<file path="src/rtl/walk_service_fsm.sv">
// ---------------------------------------------------------------------------
// walk_service_fsm
//
// Main/side intersection light sequencer with pedestrian walk service.
// The cycle is MG1 -> MG2 -> MY -> (WALK) -> SG -> SY -> MG1. Dwell times
// are counted in ticks from an internal prescaler. A pending walk request
// is served between MY and SG, and the walk register is cleared by a
// one-cycle pulse on entry to WALK.
//
// Ports:
//   clk          in   1  rising-edge clock
//   Reset        in   1  asynchronous active-high reset
//   Sensor_Sync  in   1  side-street car present (already synchronised)
//   WR           in   1  latched walk request
//   Main_Light   out  3  main street {R,Y,G}, one-hot
//   Side_Light   out  3  side street {R,Y,G}, one-hot
//   Walk_Lamp    out  1  pedestrian walk indication (WALK only)
//   WR_Reset     out  1  one-cycle clear pulse to the walk register
// ---------------------------------------------------------------------------
module walk_service_fsm #(
  parameter int unsigned TICK_DIV = 100_000_000,
  parameter int unsigned T_BASE   = 6,
  parameter int unsigned T_SHORT  = 3,
  parameter int unsigned T_YEL    = 2,
  parameter int unsigned T_WALK   = 3
) (
  input  logic       clk,
  input  logic       Reset,
  input  logic       Sensor_Sync,
  input  logic       WR,
  output logic [2:0] Main_Light,
  output logic [2:0] Side_Light,
  output logic       Walk_Lamp,
  output logic       WR_Reset
);

  // Dwell values are held in an 8-bit counter; 0 is promoted to 1 and
  // anything above 255 is held at 255 so the compare always terminates.
  function automatic logic [7:0] clamp_dwell(input int unsigned t);
    logic [7:0] r;
    if (t == 32'd0) begin
      r = 8'd1;
    end else if (t > 32'd255) begin
      r = 8'd255;
    end else begin
      r = t[7:0];
    end
    return r;
  endfunction

  localparam int unsigned DIV_C = (TICK_DIV < 32'd1) ? 32'd1 : TICK_DIV;
  localparam int unsigned PW    = (DIV_C > 32'd1) ? $clog2(DIV_C) : 32'd1;

  localparam logic [PW-1:0] PRESC_MAX  = PW'(DIV_C - 32'd1);
  localparam logic [PW-1:0] PRESC_ZERO = PW'(0);
  localparam logic [PW-1:0] PRESC_ONE  = PW'(1);

  // Stored as dwell-1 so the transition compare uses elapsed directly.
  localparam logic [7:0] D_BASE_M1  = clamp_dwell(T_BASE)  - 8'd1;
  localparam logic [7:0] D_SHORT_M1 = clamp_dwell(T_SHORT) - 8'd1;
  localparam logic [7:0] D_YEL_M1   = clamp_dwell(T_YEL)   - 8'd1;
  localparam logic [7:0] D_WALK_M1  = clamp_dwell(T_WALK)  - 8'd1;

  localparam logic [2:0] LIGHT_R = 3'b100;
  localparam logic [2:0] LIGHT_Y = 3'b010;
  localparam logic [2:0] LIGHT_G = 3'b001;

  typedef enum logic [2:0] {
    MG1  = 3'd0,
    MG2  = 3'd1,
    MY   = 3'd2,
    WALK = 3'd3,
    SG   = 3'd4,
    SY   = 3'd5
  } state_e;

  state_e        state_q, state_d;
  state_e        next_state_s;
  logic [PW-1:0] presc_q, presc_d;
  logic [7:0]    elapsed_q, elapsed_d;
  logic [7:0]    dwell_m1_s;
  logic          short_q, short_d;
  logic          tick_s;

  logic [2:0]    main_light_q, main_light_d;
  logic [2:0]    side_light_q, side_light_d;
  logic          walk_lamp_q, walk_lamp_d;
  logic          wr_reset_q, wr_reset_d;

  assign tick_s = (presc_q == PRESC_MAX);

  // Per-state dwell and successor; WR is only looked at while in MY.
  always_comb begin
    dwell_m1_s   = D_BASE_M1;
    next_state_s = MG1;
    case (state_q)
      MG1: begin
        dwell_m1_s   = D_BASE_M1;
        next_state_s = MG2;
      end
      MG2: begin
        // short_q holds the sensor sampled on the MG1 exit cycle.
        if (short_q) begin
          dwell_m1_s = D_SHORT_M1;
        end else begin
          dwell_m1_s = D_BASE_M1;
        end
        next_state_s = MY;
      end
      MY: begin
        dwell_m1_s = D_YEL_M1;
        if (WR) begin
          next_state_s = WALK;
        end else begin
          next_state_s = SG;
        end
      end
      WALK: begin
        dwell_m1_s   = D_WALK_M1;
        next_state_s = SG;
      end
      SG: begin
        dwell_m1_s   = D_BASE_M1;
        next_state_s = SY;
      end
      SY: begin
        dwell_m1_s   = D_YEL_M1;
        next_state_s = MG1;
      end
      default: begin
        dwell_m1_s   = D_BASE_M1;
        next_state_s = MG1;
      end
    endcase
  end

  // Prescaler, elapsed-tick counter and state advance.
  always_comb begin
    state_d   = state_q;
    presc_d   = presc_q;
    elapsed_d = elapsed_q;
    short_d   = short_q;
    if (tick_s) begin
      // The prescaler wraps on every tick, which also covers the clear
      // required on a state transition.
      presc_d = PRESC_ZERO;
      if (elapsed_q == dwell_m1_s) begin
        state_d   = next_state_s;
        elapsed_d = 8'd0;
        if (state_q == MG1) begin
          short_d = Sensor_Sync;
        end else begin
          short_d = short_q;
        end
      end else if (elapsed_q != 8'hFF) begin
        elapsed_d = elapsed_q + 8'd1;
      end else begin
        elapsed_d = elapsed_q;
      end
    end else begin
      presc_d = presc_q + PRESC_ONE;
    end
  end

  // Output decode from the next state so the registered outputs change
  // in the same cycle as the state register.
  always_comb begin
    main_light_d = LIGHT_G;
    side_light_d = LIGHT_R;
    walk_lamp_d  = 1'b0;
    wr_reset_d   = 1'b0;
    case (state_d)
      MG1, MG2: begin
        main_light_d = LIGHT_G;
        side_light_d = LIGHT_R;
      end
      MY: begin
        main_light_d = LIGHT_Y;
        side_light_d = LIGHT_R;
      end
      WALK: begin
        main_light_d = LIGHT_R;
        side_light_d = LIGHT_R;
        walk_lamp_d  = 1'b1;
        // Clear pulse only on the entry cycle, so a request raised later
        // in the same WALK survives until the next MY exit.
        if (state_q != WALK) begin
          wr_reset_d = 1'b1;
        end else begin
          wr_reset_d = 1'b0;
        end
      end
      SG: begin
        main_light_d = LIGHT_R;
        side_light_d = LIGHT_G;
      end
      SY: begin
        main_light_d = LIGHT_R;
        side_light_d = LIGHT_Y;
      end
      default: begin
        main_light_d = LIGHT_G;
        side_light_d = LIGHT_R;
      end
    endcase
  end

  // State, timing and output registers.
  always_ff @(posedge clk or posedge Reset) begin
    if (Reset) begin
      state_q      <= MG1;
      presc_q      <= PRESC_ZERO;
      elapsed_q    <= 8'd0;
      short_q      <= 1'b0;
      main_light_q <= LIGHT_G;
      side_light_q <= LIGHT_R;
      walk_lamp_q  <= 1'b0;
      wr_reset_q   <= 1'b0;
    end else begin
      state_q      <= state_d;
      presc_q      <= presc_d;
      elapsed_q    <= elapsed_d;
      short_q      <= short_d;
      main_light_q <= main_light_d;
      side_light_q <= side_light_d;
      walk_lamp_q  <= walk_lamp_d;
      wr_reset_q   <= wr_reset_d;
    end
  end

  assign Main_Light = main_light_q;
  assign Side_Light = side_light_q;
  assign Walk_Lamp  = walk_lamp_q;
  assign WR_Reset   = wr_reset_q;

endmodule

</file>
<file path="config.mk">
export PLATFORM = sky130hd
export DESIGN_NAME = walk_service_fsm
export DESIGN_NICKNAME = d
export VERILOG_FILES = /design/src/rtl/walk_service_fsm.sv
export SDC_FILE = /design/constraint.sdc
export NUM_CORES = 1
export LEC_CHECK = 0
export CAP_MARGIN = 20
export CORE_ASPECT_RATIO = 0.7
export CORE_MARGIN = 2
export CORE_UTILIZATION = 55
export CTS_BUF_LIST = sky130_fd_sc_hd__clkbuf_4 sky130_fd_sc_hd__clkbuf_8
export CTS_CLUSTER_DIAMETER = 200
export CTS_CLUSTER_SIZE = 40
export DETAILED_ROUTE_END_ITERATION = 6
export PLACE_DENSITY = 0.78
export RECOVER_POWER = 25
export SKIP_LAST_GASP = 1
export SYNTH_ARGS = -nofsm -noshare
export SYNTH_HDL_FRONTEND = slang
export SYNTH_SLANG_ARGS = --single-unit
</file>
<file path="constraint.sdc">
create_clock -name clk -period 4.85 [get_ports clk]
set_input_delay 1.455 -clock clk [delete_from_list [all_inputs] [get_ports clk]]
set_output_delay 1.455 -clock clk [all_outputs]
set_load 0.01 [all_outputs]
</file>
==> qor.json, run 1 <==
{
  "run_status": "finished, violations left",
  "failed_checks": "capacitance limit, slew limit",
  "detail_route.wirelength_microns": 4230,
  "die_y_microns": 57.5,
  "part_of_the_total_power_dissipated_in_combinational_logic_pct": 1.4,
  "tns_ns": 0,
  "critical_path_peak_fanout": 12,
  "cp-start-kind": "flip-flop",
  "use_met1_pct": 33.3,
  "dr_total_vias": 1662,
  "post_route_cells_drive_above_1_share_pct": 5.83,
  "num_rows": 19,
  "synth-main-ff-cell": "sky130_fd_sc_hd__dfrtp_1",
  "syn-cell-area_sq_um": 2250,
  "post-synth-top-area-fraction_pct": 50.1,
  "cts_tree": "yes",
  "final.period_utilization_pct": 68.8,
  "worstSetupEndpointType": "flip-flop",
  "gr-total-overflow": 0,
  "gp_congestion": 0.770,
  "synth.top_cells.by_count": "sky130_fd_sc_hd__dfrtp_1 (45), sky130_fd_sc_hd__nand2_1 (23), sky130_fd_sc_hd__nor2_1 (20)",
  "clkTransAtPathRegs_ns": 0.09,
  "dieWidth_microns": 80.4,
  "cts_inserted_buffers": 5,
  "power_report.internal_total_mw": 0.550,
  "grtUsageTotal_pct": 21.0,
  "clock_sink_count": 47,
  "postSynth.asyncResetShare_pct": 100,
  "layoutNonFillerInstCount": 292,
  "h-tree-depth": 2,
  "port_buffers": 11,
  "core_sq_um": 3920,
  "cell_count_of_the_worst_reg_to_reg_path": 7,
  "maxClockFrequency_ghz": 0.300,
  "routed_via_density": 5.69,
  "route.detailed.wl_per_inst_microns": 14.5,
  "critPathArrivalTime_ns": 3.53,
  "power.ir.vdd_worst_v": 0.000193,
  "p_per_area_nw_per_um2": 278,
  "nFillCells": 329,
  "grt_setup_unrepaired": "no",
  "area.growth.synth_to_final_pct": 11.9,
  "ctsResizeCount": 0,
  "yosys.cell_types.count": 40,
  "dp_hpwl_microns": 2990,
  "num-nets-final": 245,
  "antenna-diode-count": 0,
  "global_route.peak_usage_layer": "met1",
  "ctsLongestPathBuffers": 2,
  "hold_buffers": 0,
  "via_count_of_the_first_global_routing_pass": 1522,
  "slew_of_the_pin_with_the_lowest_slew_margin_ns": 1.69,
  "grt.met3_usage_pct": 4.75,
  "finalWorstPathRequiredPeriod_ns": 3.33,
  "synth.largest_area_cell": "sky130_fd_sc_hd__dfrtp_1",
  "p_clk_share_pct": 42.5,
  "timing.final.setup_violations": 0,
  "grt_start_max_net_pins": 48,
  "seqCellArea_sq_um": 1180,
  "detail_route.iter0.violations": 87,
  "synth_enable_flop_cells": 0,
  "worst_hold_path_type": "reg2reg",
  "cts.root.buffer_cell": "sky130_fd_sc_hd__clkbuf_8",
  "postSynthCellCount": 224,
  "grt_antenna_before_repair": 0,
  "grt_pass1_wl_microns": 7310,
  "initial_utilization_pct": 57.3,
  "switchingPower_mw": 0.148,
  "leakagePower_nw": 1.14,
  "cap_viol_max_count": 1,
  "seq_power_share_pct": 56.1,
  "synth_area_per_cell_sq_um": 10.0,
  "timing_max_transition_violations_final": 48,
  "global_route.usage.met2_pct": 28.6,
  "synthesis.nets": 230,
  "clock-skew-final_ns": 0.00995,
  "synth_sequential_area_ratio_pct": 52.5,
  "place_inst": 284,
  "number_of_flip_flops_and_latches_in_the_synthesized_netlist": 47,
  "number_of_cells_traversed_by_the_worst_hold_path": 1,
  "floorplan.die_area_sq_um": 4620,
  "insertion_delay_ns": 0.31,
  "drc_errors": 0,
  "hold_viol": 0,
  "power.share.switching_pct": 21.2,
  "synthMostInstantiatedCell": "sky130_fd_sc_hd__dfrtp_1",
  "total_area_of_multi_input_combinational_cells_sq_um": 1020,
  "final.hold.worst_slack_ns": 0.488,
  "post-cts-setup-buffer-count": 0,
  "post-route-util_pct": 64.1,
  "synth_warn": 0,
  "top_level_ports": 12,
  "max_slew_margin_pct": -13.0,
  "residual_antenna_violating_net_count_after_detailed_routing": 0,
  "critPathRequiredTime_ns": 5.04,
  "number_of_detailed_routing_iterations_run_before_antenna_repair": 4,
  "synth.top_cells.by_area": "sky130_fd_sc_hd__dfrtp_1 (50%), sky130_fd_sc_hd__xor2_1 (7.0%), sky130_fd_sc_hd__xnor2_1 (4.3%), sky130_fd_sc_hd__nand2_1 (3.8%), sky130_fd_sc_hd__nand3_1 (3.8%)",
  "crit_type": "reg2reg",
  "design_power_total_mw": 0.698
}
cells in the final DEF, fill, tap and decap left out, types with 2 or more instances in the layout:
| cell type | synthesis | layout |
|---|---|---|
| sky130_fd_sc_hd__and4_1 | 2 | 2 |
| sky130_fd_sc_hd__or3_1 | 5 | 5 |
| sky130_fd_sc_hd__nand4_1 | 10 | 11 |
| sky130_fd_sc_hd__xor2_1 | 18 | 18 |
| sky130_fd_sc_hd__clkdlybuf4s50_1 | 0 | 10 |
| sky130_fd_sc_hd__dfstp_2 | 2 | 2 |
| sky130_fd_sc_hd__inv_1 | 4 | 4 |
| sky130_fd_sc_hd__xnor2_1 | 11 | 11 |
| sky130_fd_sc_hd__ha_1 | 2 | 2 |
| sky130_fd_sc_hd__nor4_1 | 3 | 3 |
| sky130_fd_sc_hd__or4_1 | 2 | 2 |
| sky130_fd_sc_hd__nand2b_1 | 5 | 5 |
| sky130_fd_sc_hd__a21oi_1 | 6 | 6 |
| sky130_fd_sc_hd__nor3_1 | 6 | 7 |
| sky130_fd_sc_hd__nand2_1 | 23 | 23 |
| sky130_fd_sc_hd__and3_1 | 7 | 7 |
| sky130_fd_sc_hd__nand3_1 | 17 | 17 |
| sky130_fd_sc_hd__o21ai_0 | 11 | 11 |
| sky130_fd_sc_hd__nor3b_1 | 2 | 2 |
| sky130_fd_sc_hd__and2_1 | 2 | 2 |
| sky130_fd_sc_hd__clkbuf_8 | 0 | 5 |
| sky130_fd_sc_hd__nor2_1 | 20 | 20 |
| sky130_fd_sc_hd__dfrtp_1 | 45 | 45 |
layout make-up:
class,instances,area share [%]
inverter,5,0.747
multi-input combinational,168,40.6
tap,52,2.59
clock inverter,3,1.89
clock buffer,5,2.74
timing repair buffer,12,4.53
sequential,47,46.9
layer usage:
layer	vias to the layer above	share of wire (%)
met4	0	1.3
li1	818	-
met5	-	0
met3	7	4.2
met1	804	52
met2	33	42
power by group through the flow:
stage	Sequential [mW]	Combinational [mW]	Clock, mW
final	0.392	0.00985	0.297
after global routing	0.392	0.0119	0.322
after CTS	0.392	0.0109	0.304
after detailed placement	0.399	0.0109	0
after global placement	0.399	0.0106	0
after floorplan	0.399	0.00588	0
flip-flops by register name, summed over array words and instances (netlist names):
register / cells
presc_q: 27
elapsed_q: 8
Main_Light: 3
Side_Light: 3
state_q: 3
WR_Reset: 1
Walk_Lamp: 1
short_q: 1
kinds of logic after synthesis:
logic type / share of synthesized area, %
xor gates and xnor gates: 11.3
adders and majority gates: 1.11
and+or+nand+nor: 26.1
DFF: 52.5
buffers and inverters: 1.56
muxes: 0.501
AOI/OAI and AO/OA: 6.96
stage by stage:
stage | setup WS [ns] | cell area [sq um]
finish | 1.52 | 2510
detailed placement | 2.12 | 2410
global route | 1.15 | 2510
floorplan | 2.28 | 2250
CTS | 2.02 | 2530
global placement | 2.14 | 2410
final timing paths:
check / startpoint / end / slack [ns]
hold reg to reg: elapsed_q[7] / elapsed_q[7] / 0.49
min in group asynchronous: Reset / WR_Reset / 2.10
hold / removal: elapsed_q[7] / elapsed_q[7] / 0.49
setup reg to reg: presc_q[11] / short_q / 1.52
max in group asynchronous: Reset / presc_q[21] / 1.74
setup / recovery: presc_q[11] / short_q / 1.52
critical path, stage by stage (launching register included):
cell and delay [ns]:
sky130_fd_sc_hd__dfrtp_1 0.44, sky130_fd_sc_hd__nor4_1 0.33, sky130_fd_sc_hd__nand3_1 0.17, sky130_fd_sc_hd__nor3_1 0.82
sky130_fd_sc_hd__clkbuf_1 0.49, sky130_fd_sc_hd__nand3_2 0.28, sky130_fd_sc_hd__nor4_1 0.33, sky130_fd_sc_hd__mux2_1 0.35
Note: power is estimated with default switching activity, not from simulation.
==> run 2: changes to the inputs <==
PLACE_DENSITY = 0.81   (was 0.78)
clock period = 2.8 ns   (was 4.85 ns; I/O delays follow)
==> run 2 against run 1 <==
Net effect:
- the run now ends clean
- via count rose by 0.72%
- design area rose by 2.3%
- critical path type unchanged
- first-iteration DRC count rose by 69%
- largest cell class unchanged
- worst hold slack improved by 0.012 ns
==> qor.json, run 2 (synthesized netlist as in run 1, its figures left out) <==
{
  "final.hold.worst_slack": {"value": 0.500, "unit": "ns", "change": "+0.0121 ns"},
  "timing_max_transition_violations_final": {"value": 0, "change": "-100%"},
  "number_of_cells_traversed_by_the_worst_hold_path": {"value": 1, "change": "unchanged"},
  "final.period_utilization": {"value": 91.2, "unit": "%", "change": "+22 points"},
  "crit_type": "reg2reg",
  "p_per_area": {"value": 504, "unit": "nW/um^2", "change": "+81%"},
  "drc_errors": {"value": 0, "change": "unchanged"},
  "design_power_total": {"value": 1.30, "unit": "mW", "change": "+85%"},
  "regMostFlops": "presc_q",
  "timing.final.setup_violations": {"value": 0, "change": "unchanged"},
  "worst_hold_path_type": "reg2reg",
  "antenna-diode-count": {"value": 0, "change": "unchanged"},
  "tns": {"value": 0, "unit": "ns", "change": "unchanged"},
  "dieWidth": {"value": 80.4, "unit": "microns", "change": "unchanged"},
  "critical_path_peak_fanout": {"value": 13, "change": "+1"},
  "port_buffers": {"value": 11, "change": "unchanged"},
  "hold_path.startpoint": "presc_q[4]",
  "largest_reg_flops": {"value": 27, "change": "unchanged"},
  "worstSetupEndpointType": "flip-flop",
  "dr_total_vias": {"value": 1674, "change": "+0.72%"},
  "dr.max_layer_used": "met4",
  "clkTransAtPathRegs": {"value": 0.09, "unit": "ns", "change": "about the same"},
  "mostFrequentLayoutCell": "sky130_fd_sc_hd__dfrtp_1",
  "dp_hpwl": {"value": 2950, "unit": "microns", "change": "-1.2%"},
  "floorplan.die_area": {"value": 4620, "unit": "sq um", "change": "unchanged"},
  "core": {"value": 3920, "unit": "sq um", "change": "unchanged"},
  "holdPathEnd": "presc_q[4]",
  "post_route_cells_drive_above_1_share": {"value": 8.23, "unit": "%", "change": "+2.4 points"},
  "hold_buffers": {"value": 0, "change": "unchanged"},
  "r2r_start": "state_q[1]",
  "cap_viol_max_count": {"value": 0, "change": "-1"},
  "gr-total-overflow": {"value": 0, "change": "unchanged"},
  "top_level_ports": {"value": 12, "change": "unchanged"},
  "number_of_detailed_routing_iterations_run_before_antenna_repair": {"value": 4, "change": "unchanged"},
  "die_y": {"value": 57.5, "unit": "microns", "change": "unchanged"},
  "clock-skew-final": {"value": 0.00493, "unit": "ns", "change": "-0.00502 ns"},
  "insertion_delay": {"value": 0.30, "unit": "ns", "change": "about the same"},
  "h-tree-depth": {"value": 2, "change": "unchanged"},
  "wirelength_met1": {"value": 2280, "unit": "microns", "change": "+3.5%"},
  "maxClockFrequency": {"value": 0.391, "unit": "GHz", "change": "+31%"},
  "ctsLongestPathBuffers": {"value": 2, "change": "unchanged"},
  "residual_antenna_violating_net_count_after_detailed_routing": {"value": 0, "change": "unchanged"},
  "area.growth.synth_to_final_pct": 14.5,
  "grt_setup_unrepaired": "no",
  "run_status": "complete, no violations",
  "ctsResizeCount": {"value": 0, "change": "unchanged"},
  "grt_antenna_before_repair": {"value": 0, "change": "unchanged"},
  "final_cell_mix": "sky130_fd_sc_hd__dfrtp_1 (45), sky130_fd_sc_hd__nand2_1 (23), sky130_fd_sc_hd__nor2_1 (20), sky130_fd_sc_hd__xor2_1 (18), sky130_fd_sc_hd__nand3_1 (17)",
  "detail_route.iter0.violations": {"value": 147, "change": "+69%"},
  "clock_sink_count": {"value": 47, "change": "unchanged"},
  "r2r_setup_slack": {"value": 0.25, "unit": "ns", "change": "-1.27 ns"},
  "layout_top_registers": "presc_q (27), elapsed_q (8)",
  "critPathRequiredTime": {"value": 2.99, "unit": "ns", "change": "-2.05 ns"},
  "critPathArrivalTime": {"value": 2.74, "unit": "ns", "change": "-0.79 ns"},
  "met2WireLength": {"value": 1870, "unit": "microns", "change": "+4.3%"},
  "via_count_of_the_first_global_routing_pass": {"value": 1542, "change": "+1.3%"},
  "grt_pass1_wl": {"value": 7560, "unit": "microns", "change": "+3.3%"},
  "route.detailed.wl_per_inst": {"value": 14.9, "unit": "microns", "change": "+2.7%"},
  "grt_start_max_net_pins": {"value": 28, "change": "-42%"},
  "detail_route.wirelength": {"value": 4390, "unit": "microns", "change": "+3.8%"},
  "cts.root.buffer_cell": "sky130_fd_sc_hd__clkbuf_8",
  "power.ir.vdd_worst": {"value": 0.000349, "unit": "V", "change": "+80%"},
  "met3RoutedLength": {"value": 197, "unit": "microns", "change": "+11%"},
  "cts_tree": "yes",
  "finalWorstPathRequiredPeriod": {"value": 2.55, "unit": "ns", "change": "-0.780 ns"},
  "routed_via_density": {"value": 5.67, "change": "-0.30%"},
  "cell_count_of_the_worst_reg_to_reg_path": {"value": 6, "change": "-1"},
  "regToRegEndpoint": "short_q",
  "gp_congestion": {"value": 0.885, "change": "+15%"},
  "num-nets-final": {"value": 248, "change": "+1.2%"},
  "post-cts-setup-buffer-count": {"value": 0, "change": "unchanged"},
  "grtUsageTotal": {"value": 21.5, "unit": "%", "change": "+0.55 points"},
  "hold_viol": {"value": 0, "change": "unchanged"},
  "num_rows": {"value": 19, "change": "unchanged"},
  "slew_of_the_pin_with_the_lowest_slew_margin": {"value": 0.974, "unit": "ns", "change": "-0.719 ns"},
  "max_slew_margin": {"value": 35.0, "unit": "%", "change": "+48 points"},
  "initial_utilization": {"value": 57.3, "unit": "%", "change": "unchanged"},
  "leakagePower": {"value": 1.18, "unit": "nW", "change": "+3.3%"},
  "cp-start-kind": "flip-flop",
  "cts_inserted_buffers": {"value": 5, "change": "unchanged"}
}
[run 2: cell type report]
| class | instances | area, sq um |
|---|---|---|
| Inverter | 5 | 18.8 |
| Timing Repair Buffer | 15 | 140 |
| Fill cell | 311 | 1350 |
| Sequential cell | 47 | 1180 |
| Clock inverter | 2 | 60.1 |
| Multi-Input combinational cell | 168 | 1030 |
| Tap cell | 52 | 65.1 |
| Clock buffer | 6 | 76.3 |
[run 2: how the worst max path moves through the flow]
stage	startpoint	endpoint	slack, ns	cells past startpoint
floorplan	state_q[0]	short_q	0.63	6
CTS	state_q[1]	short_q	0.25	6
global route	state_q[1]	short_q	0.09	6
global placement	state_q[1]	short_q	0.48	6
detailed placement	state_q[1]	short_q	0.38	6
finish	state_q[1]	short_q	0.25	6
[run 2: where the power goes]
| group | switching, mW | leakage, nW | internal, mW |
|---|---|---|---|
| Sequential | 0 | 0.620 | 0.678 |
| Combinational | 0.0142 | 0.493 | 0.00541 |
| Clock | 0.231 | 0.0688 | 0.367 |
[run 2: critical path: stages, from the launching register on]
cell,delay (ns)
sky130_fd_sc_hd__dfrtp_1,0.56
sky130_fd_sc_hd__nor2_1,0.11
sky130_fd_sc_hd__or4_1,0.52
sky130_fd_sc_hd__a211oi_2,0.37
sky130_fd_sc_hd__nand3_2,0.25
sky130_fd_sc_hd__nor4_1,0.27
sky130_fd_sc_hd__mux2_1,0.35
[run 2: through the flow]
step	instances	util [%]	setup WS, ns	instance area, sq um
after CTS	295	65.6	0.252	2570
after floorplan	224	-	0.634	2250
after global placement	287	62.1	0.482	2430
after detailed placement	287	62.1	0.382	2430
after global routing	295	65.6	0.0875	2570
final	295	65.6	0.245	2570
[run 2: metal layers]
metal,vias up,GRT usage (%)
met1,803,33.5
met2,48,30.0
met4,0,6.30
met3,4,5.22
li1,819,-
met5,-,0
==> run 3: changes to the inputs <==
CAP_MARGIN = default   (was 20)
==> results of run 3 <==
Same layout as run 2: the final DEF is identical, and so are final timing and power.
